## config.mk

```make
export PLATFORM = sky130hd
export DESIGN_NAME = operand_stage
export DESIGN_NICKNAME = d
export VERILOG_FILES = /design/src/rtl/misc_v_pkg.sv /design/src/rtl/operand_forward_mux.sv /design/src/rtl/operand_stage.sv
export SDC_FILE = /design/constraint.sdc
export NUM_CORES = 1
export LEC_CHECK = 0
export CAP_MARGIN = 40
export CORE_ASPECT_RATIO = 1.4
export CORE_MARGIN = 5
export CORE_UTILIZATION = 30
export DETAILED_ROUTE_END_ITERATION = 10
export PLACE_DENSITY = 0.62
export SLEW_MARGIN = 0
export SYNTH_ARGS = -nofsm -noshare
export SYNTH_HDL_FRONTEND = slang
export SYNTH_SLANG_ARGS = --single-unit
```

## constraint.sdc

```tcl
create_clock -name CLK -period 2.2 [get_ports CLK]
set_clock_uncertainty 0.15 [all_clocks]
set_input_delay 0.22 -clock CLK [delete_from_list [all_inputs] [get_ports CLK]]
set_output_delay 0.22 -clock CLK [all_outputs]
set_load 0.1 [all_outputs]
```

## src/rtl/misc_v_pkg.sv

```systemverilog
// Shared constants and types for the operand stage of the 16-bit, 8-register core.
//   DATA_W / REG_ADDR_W / CTRL_W / CNT_W : default widths for data, register address,
//                                          decoded control bundle and stall counter
//   NUM_REGS, ZERO_REG                   : register file size and the hard-wired zero register
//   NUM_SRC                              : source operands per instruction
//   op_state_e                           : occupancy of the operand pipeline register
package misc_v_pkg;

    localparam int unsigned DATA_W     = 16;
    localparam int unsigned REG_ADDR_W = 3;
    localparam int unsigned NUM_REGS   = 8;
    localparam int unsigned CTRL_W     = 8;
    localparam int unsigned CNT_W      = 16;
    localparam int unsigned ZERO_REG   = 0;
    localparam int unsigned NUM_SRC    = 3;

    typedef enum logic {
        ST_EMPTY = 1'b0,
        ST_FULL  = 1'b1
    } op_state_e;

endpackage : misc_v_pkg

```

## src/rtl/operand_forward_mux.sv

```systemverilog
// Resolves one source operand from register-file data and the EX/MEM forwarding paths.
//   addr_i                     : source register address
//   reg_data_i                 : register file read data for addr_i
//   ex_fwd_valid_i/_rd_i/_data_i, ex_is_load_i : EX-stage result and whether it is a pending load
//   mem_fwd_valid_i/_rd_i/_data_i              : MEM-stage result
//   operand_c_o                : resolved operand (combinational)
module operand_forward_mux #(
    parameter int unsigned DATA_W = misc_v_pkg::DATA_W,
    parameter int unsigned ADDR_W = misc_v_pkg::REG_ADDR_W
) (
    input  logic [ADDR_W-1:0] addr_i,
    input  logic [DATA_W-1:0] reg_data_i,
    input  logic              ex_fwd_valid_i,
    input  logic              ex_is_load_i,
    input  logic [ADDR_W-1:0] ex_fwd_rd_i,
    input  logic [DATA_W-1:0] ex_fwd_data_i,
    input  logic              mem_fwd_valid_i,
    input  logic [ADDR_W-1:0] mem_fwd_rd_i,
    input  logic [DATA_W-1:0] mem_fwd_data_i,
    output logic [DATA_W-1:0] operand_c_o
);

    import misc_v_pkg::*;

    // Zero register first, then the youngest result (EX), then MEM, then the register file.
    // A load in EX has no data yet, so it must not be forwarded.
    always_comb begin : fwd_select
        operand_c_o = reg_data_i;
        if (addr_i == ADDR_W'(ZERO_REG)) begin
            operand_c_o = '0;
        end else if (ex_fwd_valid_i && !ex_is_load_i && (ex_fwd_rd_i == addr_i)) begin
            operand_c_o = ex_fwd_data_i;
        end else if (mem_fwd_valid_i && (mem_fwd_rd_i == addr_i)) begin
            operand_c_o = mem_fwd_data_i;
        end
    end

endmodule : operand_forward_mux

```

## src/rtl/operand_stage.sv

```systemverilog
// Decode-to-execute operand stage: drives register file read addresses, forwards EX/MEM
// results, detects load-use hazards and holds resolved operands in a valid/ready register.
//   CLK, Reset                  : clock, asynchronous active-low reset
//   Dec_*                       : instruction from decode (valid/ready handshake)
//   Reg_address1..3 / Reg_output1..3 : register file read ports
//   Ex_fwd_*, Ex_is_load, Mem_fwd_* : forwarding sources and load-in-EX indication
//   Flush                       : synchronous squash of the operand register
//   Out_*, Ex_ready             : operand register to execute (valid/ready handshake)
//   Stall_count, Clear_count    : saturating stall-cycle counter and its clear
module operand_stage #(
    parameter int unsigned DATA_W = misc_v_pkg::DATA_W,
    parameter int unsigned ADDR_W = misc_v_pkg::REG_ADDR_W,
    parameter int unsigned CTRL_W = misc_v_pkg::CTRL_W,
    parameter int unsigned CNT_W  = misc_v_pkg::CNT_W
) (
    input  logic              CLK,
    input  logic              Reset,
    // decode side
    input  logic              Dec_valid,
    output logic              Dec_ready,
    input  logic [ADDR_W-1:0] Dec_rs1,
    input  logic [ADDR_W-1:0] Dec_rs2,
    input  logic [ADDR_W-1:0] Dec_rs3,
    input  logic [2:0]        Dec_use,
    input  logic [ADDR_W-1:0] Dec_rd,
    input  logic              Dec_reg_write,
    input  logic              Dec_is_load,
    input  logic [DATA_W-1:0] Dec_imm,
    input  logic [CTRL_W-1:0] Dec_ctrl,
    // register file
    output logic [ADDR_W-1:0] Reg_address1,
    output logic [ADDR_W-1:0] Reg_address2,
    output logic [ADDR_W-1:0] Reg_address3,
    input  logic [DATA_W-1:0] Reg_output1,
    input  logic [DATA_W-1:0] Reg_output2,
    input  logic [DATA_W-1:0] Reg_output3,
    // forwarding
    input  logic              Ex_fwd_valid,
    input  logic [ADDR_W-1:0] Ex_fwd_rd,
    input  logic [DATA_W-1:0] Ex_fwd_data,
    input  logic              Ex_is_load,
    input  logic              Mem_fwd_valid,
    input  logic [ADDR_W-1:0] Mem_fwd_rd,
    input  logic [DATA_W-1:0] Mem_fwd_data,
    // control
    input  logic              Flush,
    // execute side
    output logic              Out_valid,
    input  logic              Ex_ready,
    output logic [DATA_W-1:0] Out_op1,
    output logic [DATA_W-1:0] Out_op2,
    output logic [DATA_W-1:0] Out_op3,
    output logic [DATA_W-1:0] Out_imm,
    output logic [CTRL_W-1:0] Out_ctrl,
    output logic [ADDR_W-1:0] Out_rd,
    output logic              Out_reg_write,
    output logic              Out_is_load,
    // statistics
    output logic [CNT_W-1:0]  Stall_count,
    input  logic              Clear_count
);

    import misc_v_pkg::*;

    localparam logic [CNT_W-1:0] CNT_MAX = '1;

    op_state_e         state_q, state_d;
    logic              load_c;
    logic              hazard_c;
    logic              src_hit_c;
    logic              stall_inc_c;

    logic [ADDR_W-1:0] src_addr [NUM_SRC];
    logic [DATA_W-1:0] src_rdata [NUM_SRC];
    logic [DATA_W-1:0] fwd_op_c [NUM_SRC];

    logic [DATA_W-1:0] out_op_q [NUM_SRC];
    logic [DATA_W-1:0] out_imm_q;
    logic [CTRL_W-1:0] out_ctrl_q;
    logic [ADDR_W-1:0] out_rd_q;
    logic              out_reg_write_q;
    logic              out_is_load_q;
    logic [CNT_W-1:0]  stall_cnt_q, stall_cnt_d;

    // Register file is addressed straight from decode so its data is ready this cycle.
    assign src_addr[0]  = Dec_rs1;
    assign src_addr[1]  = Dec_rs2;
    assign src_addr[2]  = Dec_rs3;
    assign src_rdata[0] = Reg_output1;
    assign src_rdata[1] = Reg_output2;
    assign src_rdata[2] = Reg_output3;

    assign Reg_address1 = Dec_rs1;
    assign Reg_address2 = Dec_rs2;
    assign Reg_address3 = Dec_rs3;

    // One forwarding mux per source operand.
    for (genvar g = 0; g < NUM_SRC; g++) begin : g_fwd
        operand_forward_mux #(
            .DATA_W (DATA_W),
            .ADDR_W (ADDR_W)
        ) u_fwd (
            .addr_i          (src_addr[g]),
            .reg_data_i      (src_rdata[g]),
            .ex_fwd_valid_i  (Ex_fwd_valid),
            .ex_is_load_i    (Ex_is_load),
            .ex_fwd_rd_i     (Ex_fwd_rd),
            .ex_fwd_data_i   (Ex_fwd_data),
            .mem_fwd_valid_i (Mem_fwd_valid),
            .mem_fwd_rd_i    (Mem_fwd_rd),
            .mem_fwd_data_i  (Mem_fwd_data),
            .operand_c_o     (fwd_op_c[g])
        );
    end

    // Load-use hazard: a used source needs the result of the load still in EX.
    // Unused sources are forwarded anyway but never stall.
    always_comb begin : hazard_detect
        src_hit_c = 1'b0;
        for (int i = 0; i < NUM_SRC; i++) begin
            if (Dec_use[i] && (src_addr[i] == Ex_fwd_rd)) begin
                src_hit_c = 1'b1;
            end
        end
        hazard_c = Dec_valid && Ex_is_load && (Ex_fwd_rd != ADDR_W'(ZERO_REG)) && src_hit_c;
    end

    assign Dec_ready = !Flush && !hazard_c && ((state_q == ST_EMPTY) || Ex_ready);

    // Occupancy FSM: flush beats accept, accept beats drain.
    always_ff @(posedge CLK or negedge Reset) begin : state_reg
        if (!Reset) begin
            state_q <= ST_EMPTY;
        end else begin
            state_q <= state_d;
        end
    end

    always_comb begin : state_next
        state_d = state_q;
        load_c  = 1'b0;
        if (Flush) begin
            state_d = ST_EMPTY;
        end else if (Dec_valid && Dec_ready) begin
            state_d = ST_FULL;
            load_c  = 1'b1;
        end else if ((state_q == ST_FULL) && Ex_ready) begin
            state_d = ST_EMPTY;
        end
    end

    // Payload only changes on accept, so a held instruction stays stable until taken.
    always_ff @(posedge CLK or negedge Reset) begin : payload_reg
        if (!Reset) begin
            for (int i = 0; i < NUM_SRC; i++) begin
                out_op_q[i] <= '0;
            end
            out_imm_q       <= '0;
            out_ctrl_q      <= '0;
            out_rd_q        <= '0;
            out_reg_write_q <= 1'b0;
            out_is_load_q   <= 1'b0;
        end else if (load_c) begin
            for (int i = 0; i < NUM_SRC; i++) begin
                out_op_q[i] <= fwd_op_c[i];
            end
            out_imm_q       <= Dec_imm;
            out_ctrl_q      <= Dec_ctrl;
            out_rd_q        <= Dec_rd;
            out_reg_write_q <= Dec_reg_write;
            out_is_load_q   <= Dec_is_load;
        end
    end

    // Stall counter: counts cycles decode is held back for reasons other than a flush.
    assign stall_inc_c = Dec_valid && !Dec_ready && !Flush;

    always_comb begin : stall_next
        stall_cnt_d = stall_cnt_q;
        if (Clear_count) begin
            stall_cnt_d = '0;
        end else if (stall_inc_c && (stall_cnt_q != CNT_MAX)) begin
            stall_cnt_d = stall_cnt_q + CNT_W'(1);
        end
    end

    always_ff @(posedge CLK or negedge Reset) begin : stall_reg
        if (!Reset) begin
            stall_cnt_q <= '0;
        end else begin
            stall_cnt_q <= stall_cnt_d;
        end
    end

    assign Out_valid     = (state_q == ST_FULL);
    assign Out_op1       = out_op_q[0];
    assign Out_op2       = out_op_q[1];
    assign Out_op3       = out_op_q[2];
    assign Out_imm       = out_imm_q;
    assign Out_ctrl      = out_ctrl_q;
    assign Out_rd        = out_rd_q;
    assign Out_reg_write = out_reg_write_q;
    assign Out_is_load   = out_is_load_q;
    assign Stall_count   = stall_cnt_q;

endmodule : operand_stage

```

==> reports/results.tsv, run 1 <==
stage	metric	value	unit
synth	synth_top_family_by_area	multiplexers	
clock_tree	clock-sinks	94	
pwr	power_frac_comb	50.0	%
setup_path	crit_required	1.83	ns
synth	syn_area_per_cell	12.4	µm²
floorplan	die_area	0.0208	mm²
sta	setup_ws	0.0661	ns
route	drtIter0Drc	165	
placement	place.port_buffers	239	
synth	yosys.area_share.simple	8.56	%
outcome	status	finished clean	
sta	fmax	469	MHz
finish	layout_commonest_cell	buf_4	
floorplan	ios	240	
sta	grt_setup_unrepaired	true	
route	wire_per_inst	19.6	µm
pwr	power	7570	µW
floorplan	core_area	0.0179	mm²
pwr	power.leakage	0.00409	µW
sta	slew_violations	0	
setup_path	ff2ff_setup_slack	0.08	ns
setup_path	critPathKind	input port to output port	
sta	fin_setup_tns	0	ns
placement	dp.cells	944	
pwr	pwr-share-seq	28.9	%
route	antenna_left	0	
setup_path	startpoint_type	input port	
setup_path	worstPathArrival	1.76	ns
floorplan	rows	58	
grt	grt_pass1_wl	28.8	mm
pwr	p_per_area	861	mW/mm²
placement	dp.final_hpwl	15.1	mm
pwr	power.switching	3590	µW
pwr	p_sw_share	47.4	%
synth	synth_compound_area_share	11.1	%
route	first_pass_iters	4	
synth	yosys-mux-area-fraction	28.9	%
clock_tree	cts_tree	done	
clock_tree	cts_buffer_depth	2	
floorplan	die_w	123	µm
clock_tree	clkTransAtPathRegs	0.06	ns
grt	grt_pass1_vias	5123	
clock_tree	htree_levels	3	
floorplan	die_height	169	µm
route	num_vias	4630	
grt	grt_max_degree	51	
sta	hold_viol	0	
finish	layout_common_cells	buf_4 (150), clkdlybuf4s50_1 (122), dfrtp_1 (77), mux2_2 (56), mux2i_1 (49)	
placement	pre_cts_slack	-0.494	ns
floorplan	initial_utilization	30.3	%
sta	finalSetupViolCount	0	
route	drc	0	
run	cap_violations	0	
synth	synth_seq_cells	94	
synth	synthXorXnorAreaFrac	2.92	%
synth	yosys.cell_types.count	39	
grt	grt_use_total	17.8	%
clock_tree	clock-root-buffer	clkbuf_16	
pwr	p_clk_share	21.2	%
pwr	ir_drop	0.482	mV
setup_path	path_max_fanout	4	
setup_path	ff2ff_path_depth	7	
clock_tree	numCtsBuffers	9	
setup_path	r2r_start	Stall_count[8]	
synth	synth_seq_area_share	43.5	%
hold_path	hold_path.class	input port to async pin	
synth	postSynthCellCount	435	
grt	antenna_found_initial	0	
sta	tightest_slew	0.406	ns
clock_tree	clock_latency	0.34	ns
sta	fin_crit_sh	97.0	%
finish	finalNetCount	855	
synth	synthesis.area	0.00541	mm²
finish	final_util	49.2	%
sta	relSlewSlack	72.9	%
setup_path	worstSetupEndpointType	output port	
placement	gp_congestion	0.838	
synth	synth_adder_area_share	0.231	%
route	vias_per_cell	4.81	
grt	globalRouteOverflowTotal	0	
route	routed_wirelength	18.9	mm
finish	areaGrowthSynthToFinish	62.6	%
sta	min_period	2.13	ns
setup_path	r2r-end	Stall_count[9]	
finish	finalNonFillerCells	963	
finish	num_antenna_cells	0	
pwr	intPower	3980	µW
synth	synth_nets	572	
finish	drive_gt1_share	43.0	%
synth	yosysWarnings	0	
## flip-flops by register name (all words and copies together), names as in the netlist
register       flops
Out_reg_write      1
Out_valid          1
Out_rd             3
Stall_count       16
Out_ctrl           8
Out_op2           16
Out_op1           16
Out_op3           16
Out_is_load        1
Out_imm           16
## cells in the mapped netlist, drive strengths merged
cell type	count	area, µm²
a21oi	6	30.0
nor3	8	40.0
a21o	1	7.51
xor2	8	70.1
or4	4	30.0
ha	1	12.5
clkbuf	9	33.8
o21ai	3	15.0
inv	2	7.51
nor4b	2	17.5
or2	1	6.26
mux2	86	1070
o311a	1	10.0
nand4	8	50.1
buf	27	216
nor4	8	50.1
nor4bb	1	10.0
nand2	9	33.8
xnor2	10	87.6
nor2	13	48.8
or3	6	37.5
o31ai	4	30.0
o2bb2ai	48	483
o31a	1	8.76
mux2i	49	490
or4b	1	10.0
o2111ai	1	8.76
nand2b	3	18.8
and3	1	6.26
nand3	7	35.0
nor2b	11	68.8
dfrtp	94	2350
o41ai	1	8.76
## worst max-delay path: stages
cell             delay [ns]
clkdlybuf4s50_1        0.42
nor4b_1                0.15
buf_4                  0.14
o31a_1                 0.30
buf_4                  0.16
nor3_4                 0.16
buf_12                 0.20
## routing by layer
metal,GRT usage (%),part of all wire (%)
met5,0,0
met4,5.54,2.3
met3,5.18,9.1
met2,31.5,51
met1,20.5,38
## final cells by class
| type | instances | area (µm²) |
|---|---|---|
| Clock buffer | 10 | 229 |
| Tap cell | 240 | 300 |
| Inverter | 2 | 7.51 |
| Multi-Input combinational cell | 303 | 2870 |
| Timing Repair Buffer | 308 | 2900 |
| Clock inverter | 6 | 80.1 |
| Sequential cell | 94 | 2390 |
| Fill cell | 1637 | 9060 |
## worst max path at each step
| stage | startpoint | to | slack (ns) | depth (start not counted) |
|---|---|---|---|---|
| floorplan | Stall_count[0] | Stall_count[9] | -0.08 | 6 |
| global placement | Ex_fwd_rd[1] | Out_op3[2] | -0.45 | 9 |
| detailed placement | Ex_fwd_rd[1] | Out_op3[10] | -0.49 | 9 |
| CTS | Ex_fwd_rd[2] | Dec_ready | 0.0008 | 8 |
| global route | Dec_use[0] | Dec_ready | -0.02 | 7 |
| finish | Dec_use[0] | Dec_ready | 0.07 | 7 |
## per-stage QoR
step	cell area, µm²	hold WS (ns)
2_1_floorplan	5470	-0.226
3_3_place_gp	8430	0.0267
3_5_place_dp	8430	0.0345
4_1_cts	8760	0.218
5_1_grt	8790	0.257
6_report	8790	0.222
## power groups by stage
stage	logic (µW)	clock network [µW]	registers [µW]
after detailed placement	3790	0	2210
after global placement	3770	0	2210
after CTS	3800	1660	2190
final	3780	1600	2180
after floorplan	698	0	4180
after global routing	3900	1720	2220
## kinds of logic (layout without fill, tap and decap cells)
group                      Yosys count  count (layout)
DFF                                 94              94
xor gates and xnor gates            18              18
adders and majority gates            1               1
buffers and inverters               38             326
AOI/OAI and AO/OA                   66              66
and+or+nand+nor                     83              83
muxes                              135             135
## timing repair
action,CTS,global route
endpoints found under the hold margin,24,0
setup endpoints to repair,90,5
gates resized for setup,17,9
gates cloned,0,0
hold buffers,1,0
pin swaps,3,4
buffers inserted,2,0
Note: power is estimated with default switching activity, not from simulation.
==> run 2: changes to the inputs <==
--- a/config.mk
+++ b/config.mk
@@ -11,6 +11,7 @@
 export CORE_UTILIZATION = 30
 export DETAILED_ROUTE_END_ITERATION = 10
 export PLACE_DENSITY = 0.62
+export REMOVE_ABC_BUFFERS = 1
 export SLEW_MARGIN = 0
 export SYNTH_ARGS = -nofsm -noshare
 export SYNTH_HDL_FRONTEND = slang
==> run 2 against run 1 <==
Combinational power hardly changed. Core utilization down 0.077 points. Sequential power barely moved. Cell count fell by 0.10%. Design area shrank 0.16%. Critical path type unchanged.
==> reports/results.tsv, run 2 (synthesis gave the netlist of run 1 again) <==
stage	metric	value	unit	change
outcome	status	finished clean		
finish	num_antenna_cells	0		unchanged
finish	layout_common_cells	buf_4 (151), clkdlybuf4s50_1 (122), dfrtp_1 (94), mux2_2 (56), mux2i_1 (49)		
floorplan	core_area	0.0179	mm²	unchanged
route	drc	0		unchanged
pwr	ir_drop	0.466	mV	-3.4%
setup_path	crit_required	1.83	ns	about the same
clock_tree	clock-sinks	94		unchanged
setup_path	path_buf_inv	5		+1
setup_path	ff2ff_setup_slack	0.07	ns	about the same
finish	layout_commonest_cell	buf_4		
sta	hold_viol	0		unchanged
run	cap_violations	0		unchanged
floorplan	die_height	169	µm	unchanged
clock_tree	numCtsBuffers	9		unchanged
route	num_vias	4635		+0.11%
setup_path	cpMostUsedCell	buf_4		
setup_path	path_max_fanout	2		-2
clock_tree	cts_buffer_depth	2		unchanged
clock_tree	clock-root-buffer	clkbuf_16		
pwr	pwr-share-seq	28.9	%	about the same
placement	gp_congestion	0.868		+3.6%
setup_path	r2r-end	Stall_count[7]		
placement	place.port_buffers	239		unchanged
setup_path	crit_slowest_cell	clkdlybuf4s50_1		
grt	grt_use_total	16.9	%	-0.90 points
setup_path	r2r_start	Stall_count[2]		
route	antenna_left	0		unchanged
pwr	p_clk_share	21.0	%	-0.2 points
placement	dp.final_hpwl	14.2	mm	-6.1%
route	wire_per_inst	18.8	µm	-4.3%
finish	fillerInstances	1633		-0.24%
setup_path	startpoint_type	input port		
grt	antenna_found_initial	0		unchanged
pwr	p_sw_share	47.4	%	about the same
floorplan	die_area	0.0208	mm²	unchanged
floorplan	rows	58		unchanged
grt	grt_pass1_vias	5205		+1.6%
pwr	power	7540	µW	-0.36%
floorplan	ios	240		unchanged
sta	fin_crit_sh	98.3	%	+1.3 points
setup_path	slowest_delay	0.43	ns	about the same
route	vias_per_cell	4.82		+0.21%
pwr	power.leakage	0.00413	µW	+0.84%
sta	min_period	2.16	ns	+0.0297 ns
sta	holdWs	0.317	ns	+0.0948 ns
grt	globalRouteOverflowTotal	0		unchanged
finish	final_util	49.1	%	-0.077 points
setup_path	worstSetupEndpointType	output port		
finish	stdcell_area	0.00877	mm²	-0.16%
setup_path	worstPathArrival	1.79	ns	+0.03 ns
clock_tree	htree_levels	3		unchanged
finish	finalNonFillerCells	962		-0.10%
finish	areaGrowthSynthToFinish	62.3	%	
grt	grt_max_degree	51		unchanged
floorplan	die_w	123	µm	unchanged
clock_tree	cts_tree	done		
sta	fmax	462	MHz	-1.4%
floorplan	initial_utilization	30.3	%	unchanged
setup_path	critPathKind	input port to output port		
pwr	intPower	3970	µW	-0.33%
route	drtIter0Drc	173		+4.8%
placement	dpl-instance-area	0.00836	mm²	-0.77%
sta	finalSetupViolCount	0		unchanged
grt	grt_pass1_wl	27.8	mm	-3.6%
clock_tree	clock_latency	0.34	ns	about the same
sta	slew_violations	0		unchanged
pwr	p_per_area	859	mW/mm²	-0.21%
route	first_pass_iters	4		unchanged
setup_path	crit_path_cell_trace	clkdlybuf4s50_1 -> nor4b_1 -> buf_4 -> o31a_1 -> buf_4 -> nor3_2 -> buf_4 -> buf_12		
pwr	power.switching	3570	µW	-0.40%
setup_path	ff2ff_path_depth	8		+1
finish	drive_gt1_share	41.4	%	-1.6 points
sta	tightest_slew	0.681	ns	+0.275 ns
pwr	power_frac_comb	50.2	%	+0.2 points
setup_path	cp_top_family	buffers and inverters		
sta	relSlewSlack	54.6	%	-18 points
route	routed_wirelength	18.1	mm	-4.4%
clock_tree	clkTransAtPathRegs	0.07	ns	about the same
hold_path	hold_path.class	input port to async pin		
finish	finalNetCount	855		unchanged
placement	dp.cells	944		unchanged
-- run 2: layout make-up --
type | count | area (µm²) | area share, %
clock inverters | 6 | 71.3 | 0.813
multi-input cells | 303 | 2900 | 33.0
flip-flops and latches | 94 | 2350 | 26.8
clock buffers | 9 | 225 | 2.57
repair buffers | 308 | 2920 | 33.3
well taps | 240 | 300 | 3.42
inverters | 2 | 7.51 | 0.0856
-- run 2: layer usage --
metal / share of wire, % / track usage (%) / wire length, µm
met1: 38 / 19.1 / 6900
met2: 53 / 31.0 / 9510
met3: 7.0 / 3.58 / 1270
met4: 2.2 / 5.98 / 401
met5: 0 / 0 / 0
-- run 2: timing repair --
| action | 4_1_cts | 5_1_grt |
|---|---|---|
| hold buffers | 1 | 0 |
| pin swaps | 5 | 1 |
| setup buffers | 2 | 0 |
| gates resized for setup | 23 | 9 |
| endpoints found under the setup margin | 90 | 14 |
| hold endpoints to repair | 48 | 0 |
-- run 2: how the worst max path moves through the flow --
stage / slack (ns) / start / to / depth (start not counted)
after floorplan: -1.70 / Out_valid / Out_ctrl[5] / 4
after global placement: -0.44 / Ex_fwd_rd[0] / Out_op2[13] / 9
after detailed placement: -0.53 / Ex_fwd_rd[0] / Out_op1[0] / 9
after CTS: 0.04 / Dec_use[2] / Dec_ready / 8
after global routing: -0.009 / Stall_count[2] / Stall_count[7] / 8
final: 0.04 / Dec_use[2] / Dec_ready / 8
-- run 2: power by group through the flow --
stage	clock [µW]	combinational [µW]	sequential, µW
2_1_floorplan	0	586	4180
5_1_grt	1690	3910	2210
3_3_place_gp	0	3760	2210
3_5_place_dp	0	3800	2200
4_1_cts	1640	3810	2180
6_report	1580	3780	2170
-- run 2: stage by stage --
step / worst slack (ns) / setup TNS (ns)
after detailed placement: -0.533 / -45.48
after floorplan: -1.70 / -129.81
final: 0.0365 / 0
after global routing: -0.00863 / -0.0185
after CTS: 0.0435 / 0
after global placement: -0.441 / -37.64
